--- src/rtl/alu_seq_pkg.sv ---
// Shared opcode, flag-index and FSM-state definitions for the sequential ALU.
package alu_seq_pkg;

    typedef enum logic [3:0] {
        OP_ADD  = 4'd0,
        OP_ADC  = 4'd1,
        OP_SUB  = 4'd2,
        OP_SBC  = 4'd3,
        OP_AND  = 4'd4,
        OP_OR   = 4'd5,
        OP_XOR  = 4'd6,
        OP_NOT  = 4'd7,
        OP_SHL  = 4'd8,
        OP_SHR  = 4'd9,
        OP_ASR  = 4'd10,
        OP_ROL  = 4'd11,
        OP_ROR  = 4'd12,
        OP_SHLN = 4'd13,
        OP_SHRN = 4'd14,
        OP_MUL  = 4'd15
    } op_e;

    localparam int FLAG_C = 0;
    localparam int FLAG_R = 1;
    localparam int FLAG_Z = 2;
    localparam int FLAG_V = 3;
    localparam int FLAG_N = 4;

    typedef enum logic {
        IDLE = 1'b0,
        BUSY = 1'b1
    } state_e;

endpackage

--- src/rtl/alu_comb_core.sv ---
// Single-cycle combinational datapath for opcodes 0-12; ops it does not handle
// return zero and pass carry/rotate flags through unchanged.
module alu_comb_core
    import alu_seq_pkg::*;
#(
    parameter int WIDTH = 8
) (
    input  op_e              op,
    input  logic [WIDTH-1:0] a,
    input  logic [WIDTH-1:0] b,
    input  logic             cin,
    input  logic             rin,
    output logic [WIDTH-1:0] res,
    output logic             cout,
    output logic             rout,
    output logic             v
);

    logic [WIDTH-1:0] bx;
    logic             ci;
    logic [WIDTH:0]   sum;
    logic             is_sub;

    // Subtraction reuses the adder with inverted B; C=1 then means no borrow.
    assign is_sub = (op == OP_SUB) || (op == OP_SBC);
    assign bx     = is_sub ? ~b : b;
    assign ci     = (op == OP_ADD) ? 1'b0 : (op == OP_SUB) ? 1'b1 : cin;
    assign sum    = {1'b0, a} + {1'b0, bx} + {{WIDTH{1'b0}}, ci};

    always_comb begin
        res  = '0;
        cout = cin;
        rout = rin;
        v    = 1'b0;
        case (op)
            OP_ADD, OP_ADC, OP_SUB, OP_SBC: begin
                res  = sum[WIDTH-1:0];
                cout = sum[WIDTH];
                v    = (a[WIDTH-1] == bx[WIDTH-1]) && (sum[WIDTH-1] != a[WIDTH-1]);
            end
            OP_AND: res = a & b;
            OP_OR:  res = a | b;
            OP_XOR: res = a ^ b;
            OP_NOT: res = ~a;
            OP_SHL: begin
                res  = {a[WIDTH-2:0], 1'b0};
                rout = a[WIDTH-1];
            end
            OP_SHR: begin
                res  = {1'b0, a[WIDTH-1:1]};
                rout = a[0];
            end
            OP_ASR: begin
                res  = {a[WIDTH-1], a[WIDTH-1:1]};
                rout = a[0];
            end
            OP_ROL: {rout, res} = {a, rin};
            OP_ROR: {res, rout} = {rin, a};
            default: res = '0;
        endcase
    end

endmodule

--- src/rtl/alu_seq_core.sv ---
// Clocked ALU with persistent N/V/Z/R/C flags, valid/ready handshake and
// iterative variable shift and shift-add multiply.
module alu_seq_core
    import alu_seq_pkg::*;
#(
    parameter int WIDTH = 8,
    parameter int SAW   = $clog2(WIDTH)
) (
    input  logic             clk,
    input  logic             rst,
    input  logic             in_valid,
    output logic             in_ready,
    input  logic [3:0]       op,
    input  logic [WIDTH-1:0] a,
    input  logic [WIDTH-1:0] b,
    output logic             out_valid,
    input  logic             out_ready,
    output logic [WIDTH-1:0] res,
    output logic [WIDTH-1:0] res_hi,
    output logic [4:0]       flags,
    input  logic             flags_wr,
    input  logic [4:0]       flags_wdata
);

    // Handshake: a transfer happens on an edge where valid && ready are both high;
    // the producer holds its payload stable while valid is high and ready is low.

    localparam int CW = SAW + 1;

    state_e           state_q;
    op_e              busy_op_q;
    logic [CW-1:0]    cnt_q;
    logic [WIDTH-1:0] mcand_q, hi_q, lo_q;
    logic [WIDTH-1:0] res_q, res_hi_q;
    logic [4:0]       flags_q;
    logic             out_valid_q;

    op_e              op_i;
    logic             accept, is_shn, multi;
    logic [SAW-1:0]   k;
    logic [WIDTH-1:0] core_res;
    logic             core_cout, core_rout, core_v;

    assign op_i      = op_e'(op);
    assign k         = b[SAW-1:0];
    assign is_shn    = (op_i == OP_SHLN) || (op_i == OP_SHRN);
    assign multi     = (is_shn && (k != '0)) || (op_i == OP_MUL);
    assign in_ready  = (state_q == IDLE) && (!out_valid_q || out_ready);
    assign accept    = in_valid && in_ready;
    assign out_valid = out_valid_q;
    assign res       = res_q;
    assign res_hi    = res_hi_q;
    assign flags     = flags_q;

    alu_comb_core #(.WIDTH(WIDTH)) u_comb (
        .op   (op_i),
        .a    (a),
        .b    (b),
        .cin  (flags_q[FLAG_C]),
        .rin  (flags_q[FLAG_R]),
        .res  (core_res),
        .cout (core_cout),
        .rout (core_rout),
        .v    (core_v)
    );

    // One iteration of the multi-cycle work: a single-bit shift, or one
    // conditional add of the multiplicand followed by a right shift of {hi,lo}.
    logic [WIDTH:0]   mul_sum;
    logic [WIDTH-1:0] step_hi, step_lo;
    logic             step_bit;

    always_comb begin
        mul_sum  = {1'b0, hi_q} + (lo_q[0] ? {1'b0, mcand_q} : '0);
        step_hi  = '0;
        step_lo  = lo_q;
        step_bit = flags_q[FLAG_R];
        case (busy_op_q)
            OP_SHLN: begin
                step_lo  = {lo_q[WIDTH-2:0], 1'b0};
                step_bit = lo_q[WIDTH-1];
            end
            OP_SHRN: begin
                step_lo  = {1'b0, lo_q[WIDTH-1:1]};
                step_bit = lo_q[0];
            end
            default: {step_hi, step_lo} = {mul_sum, lo_q[WIDTH-1:1]};
        endcase
    end

    logic             load;
    logic [WIDTH-1:0] new_res, new_hi;
    logic [4:0]       fmask, fval, flag_base;

    assign flag_base = flags_wr ? flags_wdata : flags_q;

    always_comb begin
        load    = 1'b0;
        new_res = '0;
        new_hi  = '0;
        fmask   = '0;
        fval    = '0;
        if (accept && !multi) begin
            load          = 1'b1;
            new_res       = is_shn ? a : core_res;
            fmask[FLAG_Z] = 1'b1;
            fmask[FLAG_N] = 1'b1;
            fval[FLAG_Z]  = (new_res == '0);
            fval[FLAG_N]  = new_res[WIDTH-1];
            if (op_i inside {OP_ADD, OP_ADC, OP_SUB, OP_SBC}) begin
                fmask[FLAG_C] = 1'b1;
                fmask[FLAG_V] = 1'b1;
                fval[FLAG_C]  = core_cout;
                fval[FLAG_V]  = core_v;
            end else if (op_i inside {OP_SHL, OP_SHR, OP_ASR, OP_ROL, OP_ROR}) begin
                fmask[FLAG_R] = 1'b1;
                fval[FLAG_R]  = core_rout;
            end
        end else if ((state_q == BUSY) && (cnt_q == CW'(1))) begin
            load          = 1'b1;
            new_res       = step_lo;
            fmask[FLAG_Z] = 1'b1;
            fmask[FLAG_N] = 1'b1;
            fval[FLAG_N]  = step_lo[WIDTH-1];
            if (busy_op_q == OP_MUL) begin
                new_hi        = step_hi;
                fval[FLAG_Z]  = ({step_hi, step_lo} == '0);
                fmask[FLAG_C] = 1'b1;
                fval[FLAG_C]  = (step_hi != '0);
            end else begin
                fval[FLAG_Z]  = (step_lo == '0);
                fmask[FLAG_R] = 1'b1;
                fval[FLAG_R]  = step_bit;
            end
        end
    end

    always_ff @(posedge clk) begin
        if (rst) begin
            state_q     <= IDLE;
            busy_op_q   <= OP_ADD;
            cnt_q       <= '0;
            mcand_q     <= '0;
            hi_q        <= '0;
            lo_q        <= '0;
            res_q       <= '0;
            res_hi_q    <= '0;
            flags_q     <= '0;
            out_valid_q <= 1'b0;
        end else begin
            // Operation-written fields override the preload for the same edge.
            flags_q <= (flag_base & ~fmask) | (fval & fmask);

            if (load) begin
                res_q       <= new_res;
                res_hi_q    <= new_hi;
                out_valid_q <= 1'b1;
            end else if (out_ready) begin
                out_valid_q <= 1'b0;
            end

            case (state_q)
                IDLE: begin
                    if (accept && multi) begin
                        state_q   <= BUSY;
                        busy_op_q <= op_i;
                        mcand_q   <= a;
                        hi_q      <= '0;
                        lo_q      <= is_shn ? a : b;
                        cnt_q     <= is_shn ? CW'(k) : CW'(WIDTH);
                    end
                end
                BUSY: begin
                    hi_q  <= step_hi;
                    lo_q  <= step_lo;
                    cnt_q <= cnt_q - CW'(1);
                    if (cnt_q == CW'(1)) state_q <= IDLE;
                end
                default: state_q <= IDLE;
            endcase
        end
    end

endmodule

--- config.mk ---
export PLATFORM = sky130hd
export DESIGN_NAME = alu_seq_core
export DESIGN_NICKNAME = d
export VERILOG_FILES = /design/src/rtl/alu_seq_pkg.sv /design/src/rtl/alu_comb_core.sv /design/src/rtl/alu_seq_core.sv
export SDC_FILE = /design/constraint.sdc
export NUM_CORES = 1
export LEC_CHECK = 0
export CAP_MARGIN = 25
export CORE_MARGIN = 5
export CORE_UTILIZATION = 51
export DETAILED_ROUTE_END_ITERATION = 16
export PLACE_DENSITY = 0.78
export SETUP_SLACK_MARGIN = 0.02
export SLEW_MARGIN = 25
export SYNTH_ARGS = -nofsm -noshare
export SYNTH_HDL_FRONTEND = slang
export SYNTH_SLANG_ARGS = --single-unit
--- constraint.sdc ---
create_clock -name clk -period 4.2 [get_ports clk]
set_input_delay 0.84 -clock clk [delete_from_list [all_inputs] [get_ports clk]]
set_output_delay 0.84 -clock clk [all_outputs]
set_load 0.02 [all_outputs]
==> qor.yml, run 1 <==
critPathKind: "in -> reg"
place_area_um2: 5010
drc: 0
drt_iter0_drc: 351
syn_avg_cell_area_um2: 7.69
status: "finished clean"
critPathArrivalTime_ps: 4140
fill_cells: 771
finalSetupViolCount: 0
antenna_found_initial: 0
cap_viol_max_count: 0
cts_buffer_depth: 2
synth_enable_flop_cells: 0
ir_worst_vdd_uv: 149
viasPerCell: 6.24
whs_ps: 455
layout_common_cells: "nor2_1, dfxtp_1, clkdlybuf4s50_1"
period_share_pct: 92.6
hold_viol: 0
syn_to_final_growth_pct: 16.6
power_mw: 1.26
cts_root_buffer: "clkbuf_8"
clock_latency_ps: 320
max_clock_freq_ghz: 0.257
grt_pass1_wl_um: 21200
power_density_nw_per_um2: 247
route.vias.total: 4483
wl_um: 13300
synth-seq-cells: 55
post-synth-top-area-fraction_pct: 25.2
diodes: 0
worstSetupEndpointType: "register"
drive_above_1_share_pct: 7.33
seq_area_frac_synth_pct: 25.2
place_inst: 711
die_area_um2: 10500
rsz0062_at_grt: "no"
fin_cells: 719
max_slew_margin_pct: 31.1
slew_violations: 0
clock-sinks: 55
port_buffers: 52
fp.dieH_um: 103
path_max_fanout: 4
wl_per_cell_um: 18.5
synthDistinctLibCells: 65
yosys.area.top_type: "dfxtp_1"
fin_crit_ps: 3890
coreArea_um2: 8300
cts-resized-gates: 0
cts_made_buffers: 5
postRouteAntennaNets: 0
p_leak_nw: 2.05
netlist_instances: 569
synthFlopType: "dfxtp_1"
final_common_cell: "nor2_1"
synth_fp_nets: 635
async_flop_share_pct: 0
dp_hpwl_um: 10000
gp_congestion: 0.883
cp.required_ps: 4450
grt_pass1_vias: 4211
initial_core_util_pct: 52.7
yosysWarnings: 0
worst_pin_slew_ps: 1030
finClkSkew_ps: 7.58
overflow: 0
cts_tree: "done"
syn-cell-area_um2: 4380
boundaryPins: 53
dr.pass1.iters: 6
die_x_um: 103
ctsHoldBuffers: 0
path_clk_slew_ps: 100
cts_setup_buffers: 0
hp-class: "reg -> reg"
fin_nets: 679
grtUsageTotal_pct: 25.2
stdcell_area_um2: 5100
rows: 33
htreeDepth: 2
grt_max_degree: 56
startpoint_type: "input pin"
ys_top_cells_by_area: "dfxtp_1, ha_1, nor2_1, a21oi_1, nand2_1"
[worst max-delay path, stage by stage]
cell and delay (ps):
clkdlybuf4s50_1 430, or2_2 340, o21ai_0 180, o31ai_1 110, fa_1 420, fa_1 440, a211oi_2 260, nor3b_1 140
mux2i_1 180, nand4_1 120, nor4_1 330, nand3_1 150, o211ai_2 190
[flip-flops by register name, summed over array words and instances (netlist names), named ones only]
signal / count
res_hi: 8
state_q: 1
mcand_q: 8
cnt_q: 4
res: 8
lo_q: 8
hi_q: 8
busy_op_q: 4
out_valid: 1
[worst paths after layout]
path | slack [ps] | end | start | depth (start not counted)
setup / recovery | 310 | register | op[2] | 13
hold / removal | 450 | mcand_q[3] | mcand_q[3] | 2
setup reg to reg | 940 | register | lo_q[0] | 10
hold reg to reg | 450 | mcand_q[3] | mcand_q[3] | 2
[Yosys cell counts (4+ instances only)]
library cell	n
and3_1	9
a21oi_1	44
mux2i_1	18
ha_1	33
nor3_1	11
o21ai_0	28
o32ai_1	4
a32oi_1	4
clkbuf_1	19
nor4_1	4
a311oi_1	4
xor2_1	6
o21a_1	4
a22oi_1	12
nand2b_1	8
xnor2_1	11
nand2_1	49
o22ai_1	5
inv_1	27
a211oi_1	8
nand3_1	16
and2_1	14
o211ai_1	7
a221oi_1	8
nor2_1	76
buf_2	11
nor2b_1	6
dfxtp_1	55
[layout make-up]
type / count / area (um2) / share of cell area, %
clock inverters: 2 / 16.3 / 0.319
flip-flops and latches: 55 / 1100 / 21.6
repair buffers: 73 / 673 / 13.2
multi-input cells: 450 / 3000 / 58.9
clock buffers: 6 / 72.6 / 1.42
well taps: 105 / 131 / 2.57
inverters: 28 / 105 / 2.06
[kinds of logic (layout without fill, tap and decap cells)]
group,after synthesis,in the layout,share of synthesized area (%)
compound gates,159,159,24.6
xor+xnor,18,18,3.77
fa+ha+maj,36,36,10.8
buf+inv,64,109,6.32
flops,55,55,25.2
mux,24,24,6.43
simple gates,213,213,22.9
[report_power, final]
part,total (mW),switching (mW),internal [mW]
logic,0.390,0.222,0.169
registers,0.561,0.0182,0.543
clock network,0.309,0.188,0.120
[metrics by stage]
stage | util (%) | worst slack (ps) | TNS, ps
6_report | 61.5 | 312 | 0
5_1_grt | 61.5 | 78.9 | 0
4_1_cts | 61.4 | 264 | 0
3_5_place_dp | 60.3 | -54.1 | -57.8
3_3_place_gp | 60.3 | 97.3 | 0
2_1_floorplan | - | 200 | 0
[per-layer routing]
layer / vias to the layer above / part of all wire [%] / global-route usage, %
met5: - / 0.26 / 2.40
met4: 2 / 1.3 / 7.06
met3: 15 / 8.5 / 4.13
met2: 213 / 46 / 40.1
met1: 2115 / 44 / 35.3
li1: 2138 / - / -
Power figures use the tool's default switching activity.
==> inputs of run 2 (changes only) <==
- CELL_PAD_IN_SITES_DETAIL_PLACEMENT: not set -> 1
- CELL_PAD_IN_SITES_GLOBAL_PLACEMENT: not set -> 1
- CORE_UTILIZATION: 51 -> 38
- PLACE_DENSITY: 0.78 -> 0.77
==> run 2 against run 1 <==
Against the previous run: sequential cell count unchanged; die area up 31%; clock skew down 0.72 ps; sequential power about the same; largest cell class unchanged; non-clock buffer count up 4.
==> qor.yml, run 2 (same netlist as run 1, synthesis figures left out) <==
fp.dieH_um: 117  # +14%
syn_to_final_growth_pct: 20.1
dr.pass1.iters: 4  # -2
postRouteAntennaNets: 0  # unchanged
grt_pass1_wl_um: 24600  # +16%
cpLargestDelayFamily: "simple AND/OR/NAND/NOR gates"
place_inst: 753  # +5.9%
whs_ps: 455  # -0.0770 ps
status: "finished clean"
power_mw: 1.45  # +15%
fin_cells: 761  # +5.8%
finalSetupViolCount: 0  # unchanged
hp-class: "reg -> reg"
cts-resized-gates: 0  # unchanged
cp.required_ps: 4420  # -30 ps
boundaryPins: 53  # unchanged
coreArea_um2: 11400  # +37%
crit_path_frequent_cell: "fa_1"
cap_viol_max_count: 0  # unchanged
max_slew_margin_pct: 55.4  # +24 points
finClkSkew_ps: 6.86  # -0.718 ps
route.vias.total: 4445  # -0.85%
fill_cells: 1408  # +83%
power_density_nw_per_um2: 275  # +12%
critPathArrivalTime_ps: 4120  # -20 ps
path_max_fanout: 3  # -1
ctsHoldBuffers: 0  # unchanged
critPathBufInv: 1  # unchanged
grt_pass1_vias: 4565  # +8.4%
cts_buffer_depth: 2  # unchanged
period_share_pct: 92.8  # +0.21 points
ir_worst_vdd_uv: 188  # +26%
diodes: 0  # unchanged
cts_made_buffers: 5  # unchanged
max_clock_freq_ghz: 0.257  # -0.23%
critPathKind: "in -> reg"
antenna_found_initial: 0  # unchanged
critPathSlowestCell: "fa_1"
rows: 39  # +18%
final_common_cell: "nor2_1"
stdcell_area_um2: 5250  # +3.0%
tns_ps: 0  # unchanged
drive_above_1_share_pct: 7.77  # +0.44 points
drc: 0  # unchanged
cts_setup_buffers: 0  # unchanged
die_area_um2: 13800  # +31%
htreeDepth: 2  # unchanged
ff_latch_area_um2: 1100  # unchanged
grtUsageTotal_pct: 21.3  # -4.0 points
wl_um: 15100  # +13%
final.setup.worst_slack_ps: 303  # -8.99 ps
crit_chain: "clkdlybuf4s50_1 > or2_2 > o21ai_0 > o31ai_1 > fa_1 > fa_1 > a211oi_1 > nor3b_1 > mux2i_1 > nand4_1 > nor4_1 > nand3_1 > o211ai_2"
drt_iter0_drc: 262  # -25%
hold_viol: 0  # unchanged
viasPerCell: 5.84  # -6.3%
rrSetupSlack_ps: 910  # -30 ps
die_x_um: 117  # +14%
place_area_um2: 5090  # +1.5%
rsz0062_at_grt: "no"
clock_latency_ps: 290  # -30 ps
pre_cts_ws_ps: 37.4  # +91.5 ps
cts_root_buffer: "clkbuf_16"
fin_crit_ps: 3900  # +8.99 ps
grt_max_degree: 34  # -39%
path_clk_slew_ps: 70  # -30 ps
port_buffers: 52  # unchanged
slew_violations: 0  # unchanged
gp_congestion: 0.883  # unchanged
layout_common_cells: "nor2_1, dfxtp_1, clkdlybuf4s50_1"
cts_tree: "done"
multiInputGateArea_um2: 3000  # -0.17%
overflow: 0  # unchanged
startpoint_type: "input pin"
dp_hpwl_um: 11700  # +17%
clock-sinks: 55  # unchanged
cpPeakStageDelay_ps: 430  # about the same
p_leak_nw: 2.10  # +2.8%
final_util_pct: 46.2  # -15 points
initial_core_util_pct: 38.5  # -14 points
worst_pin_slew_ps: 666  # -367 ps
wl_per_cell_um: 19.8  # +7.2%
worstSetupEndpointType: "register"
fin_nets: 683  # +0.59%
-- run 2: changes by cell type in the layout (fill, tap and decap cells not counted), sizes merged --
cell,before,now
buf,22,26
bufinv,0,1
clkinvlp,1,0
-- run 2: worst paths after layout --
path,depth (start not counted),endpoint,startpoint
worst max register to register,10,register,lo_q[0]
worst max-delay path,13,register,op[2]
worst min register to register,2,mcand_q[7],mcand_q[7]
worst min-delay path,2,mcand_q[7],mcand_q[7]
-- run 2: area by class of cell --
| type | instances | share of cell area (%) |
|---|---|---|
| Clock inverter | 2 | 0.738 |
| Sequential cell | 55 | 21.0 |
| Clock buffer | 6 | 2.45 |
| Multi-Input combinational cell | 450 | 57.1 |
| Timing Repair Buffer | 77 | 13.4 |
| Tap cell | 143 | 3.41 |
| Inverter | 28 | 2.00 |
-- run 2: power by group --
part	internal, mW	total, mW	switching, mW
Combinational	0.173	0.404	0.232
Clock	0.284	0.482	0.198
Sequential	0.542	0.561	0.0186
Total	1.00	1.45	0.448
-- run 2: worst register-to-register path, cell delays in order, from the launching register on --
cell and delay [ps]:
dfxtp_1 420, and2_1 220, ha_1 220, fa_1 450, a211o_1 320, a211oi_1 370
o21ai_0 170, o211a_1 180, nor4_1 550, nand2b_1 190, a21oi_1 60
-- run 2: metal layers --
layer / global-route usage (%) / vias to the layer above / wire, um
li1: - / 2141 / -
met1: 29.7 / 2169 / 7090
met2: 34.3 / 123 / 6990
met3: 4.09 / 12 / 807
met4: 4.21 / 0 / 176
met5: 0 / - / 0
==> inputs of run 3 (changes only) <==
- CORE_UTILIZATION: 38 -> 42
- PLACE_DENSITY: 0.77 -> 0.8
- clock period: 4.2 -> 3.6 ns (I/O delays scaled with it)
==> run 3 against run 2 <==
Against the previous run: sequential share of layout area shrank 0.98 points; critical path type unchanged; clock skew grew 1.2 ps; via count grew 7.9%.
==> qor.yml, run 3 (same netlist as run 1, synthesis figures left out) <==
status: "finished clean"
fin_crit_ps: 3490
slew_violations: 0  # unchanged
finalSetupViolCount: 0  # unchanged
max_slew_margin_pct: 57.2  # +1.8 points
path_max_fanout: 4  # +1
grt_pass1_wl_um: 26500  # +7.8%
die_area_um2: 12600  # -8.7%
syn_to_final_growth_pct: 26.0
rsz0062_at_grt: "no"
clock-sinks: 55  # unchanged
max_clock_freq_ghz: 0.286
route.vias.total: 4796  # +7.9%
viasPerCell: 6.09  # +4.2%
dp_hpwl_um: 12600  # +7.6%
die_x_um: 112  # -4.5%
boundaryPins: 53  # unchanged
cts_root_buffer: "clkbuf_8"
gp_congestion: 1.03  # +16%
final_common_cell: "nor2_1"
worstReg2RegStart: "lo_q[0]"
grt_pass1_vias: 5067  # +11%
worst_pin_slew_ps: 640  # -25.7 ps
ctsHoldBuffers: 0  # unchanged
critPathKind: "in -> reg"
fin_nets: 717  # +5.0%
overflow: 0  # unchanged
fill_cells: 1287  # -8.6%
multiInputGateArea_um2: 3090  # +3.0%
ir_worst_vdd_uv: 192  # +2.2%
cts_buffer_depth: 2  # unchanged
htreeDepth: 2  # unchanged
wl_per_cell_um: 21.4  # +7.9%
path_clk_slew_ps: 100  # +30 ps
ff_latch_area_um2: 1100  # unchanged
cts_tree: "done"
diodes: 0  # unchanged
dr.pass1.iters: 6  # +2
power_density_nw_per_um2: 282  # +2.5%
port_buffers: 52  # unchanged
reg2regPathDepth: 11  # +1
fp.dieH_um: 112  # -4.5%
layout_common_cells: "nor2_1, buf_4, dfxtp_1"
worstSetupEndpointType: "register"
wl_um: 16800  # +12%
rows: 37  # -5.1%
grtUsageTotal_pct: 25.8  # +4.5 points
clock_latency_ps: 310  # +20 ps
hp-class: "reg -> reg"
tns_ps: 0  # unchanged
cap_viol_max_count: 0  # unchanged
hold_viol: 0  # unchanged
drive_above_1_share_pct: 14.7  # +7.0 points
cts_made_buffers: 5  # unchanged
p_leak_nw: 2.27  # +8.0%
postRouteAntennaNets: 0  # unchanged
whs_ps: 458  # +3.11 ps
drt_iter0_drc: 405  # +55%
grt_max_degree: 55  # +62%
crit_start: "op[1]"
power_mw: 1.56  # +7.6%
rrSetupSlack_ps: 660  # -250 ps
cp.required_ps: 3840  # -580 ps
antenna_found_initial: 0  # unchanged
period_share_pct: 97.0
final_util_pct: 53.9  # +7.7 points
drc: 0  # unchanged
critPathArrivalTime_ps: 3740  # -380 ps
coreArea_um2: 10200  # -10%
startpoint_type: "input pin"
initial_core_util_pct: 42.8  # +4.3 points
finClkSkew_ps: 8.07  # +1.21 ps
-- run 3: cell count changes in the layout (fill, tap and decap cells not counted), moves of 2 or more --
cell,change
fa_2,+2
fa_1,-2
dlymetal6s2s_1,+2
a221oi_2,+3
clkbuf_16,-5
a211oi_1,-2
a221oi_1,-3
clkbuf_8,+5
buf_4,+34
clkdlybuf4s50_1,-2
-- run 3: area by class of cell --
class                      count  area share (%)
sequential                    55            20.0
inverter                      28            1.91
multi-input combinational    450            56.0
clock buffer                   6            1.32
tap                          136            3.09
timing repair buffer         111            17.5
clock inverter                 2           0.227
-- run 3: how the worst min path moves through the flow --
stage	from	endpoint	slack [ps]	cells after the start
final	mcand_q[7]	mcand_q[7]	460	2
after detailed placement	mcand_q[3]	mcand_q[3]	440	2
after global routing	res[7]	res[7]	490	2
after floorplan	mcand_q[0]	mcand_q[0]	430	2
after global placement	mcand_q[7]	mcand_q[7]	440	2
after CTS	mcand_q[3]	mcand_q[3]	460	2
-- run 3: worst max-delay path, cell delays in order --
cell             delay, ps
clkdlybuf4s50_1        500
inv_1                  110
nor2_4                 160
xnor2_2                100
fa_2                   420
fa_2                   400
a211oi_4               270
nor2_1                 100
xnor2_1                160
o211ai_1               170
nor4_2                 300
nand3_1                150
o211ai_2               160
-- run 3: where the power goes --
part | internal (mW) | leakage, nW | switching (mW)
logic | 0.249 | 1.78 | 0.310
clock network | 0.137 | 0.0412 | 0.206
registers | 0.633 | 0.447 | 0.0221
-- run 3: layer usage --
layer | GRT usage, % | vias to the layer above | part of all wire (%)
met3 | 5.18 | 34 | 7.7
met4 | 7.45 | 0 | 2.8
li1 | - | 2214 | -
met1 | 33.7 | 2331 | 42
met5 | 0 | - | 0
met2 | 43.3 | 217 | 47
-- run 3: timing repair --
| action | 4_1_cts | 5_1_grt |
|---|---|---|
| endpoints found under the hold margin | 0 | 0 |
| endpoints found under the setup margin | 3 | 8 |
| setup buffers | 2 | 4 |
| cloned | 0 | 0 |
| gates resized for setup | 3 | 12 |
| pin swaps | 4 | 10 |
-- run 3: stage by stage --
| stage | std cells | setup slack [ps] | instance area [um2] |
|---|---|---|---|
| global route | 788 | 22.7 | 5510 |
| detailed placement | 774 | -358 | 5310 |
| finish | 788 | 107 | 5510 |
| floorplan | 569 | 32.4 | 4400 |
| CTS | 784 | 43.0 | 5420 |
| global placement | 774 | -219 | 5310 |
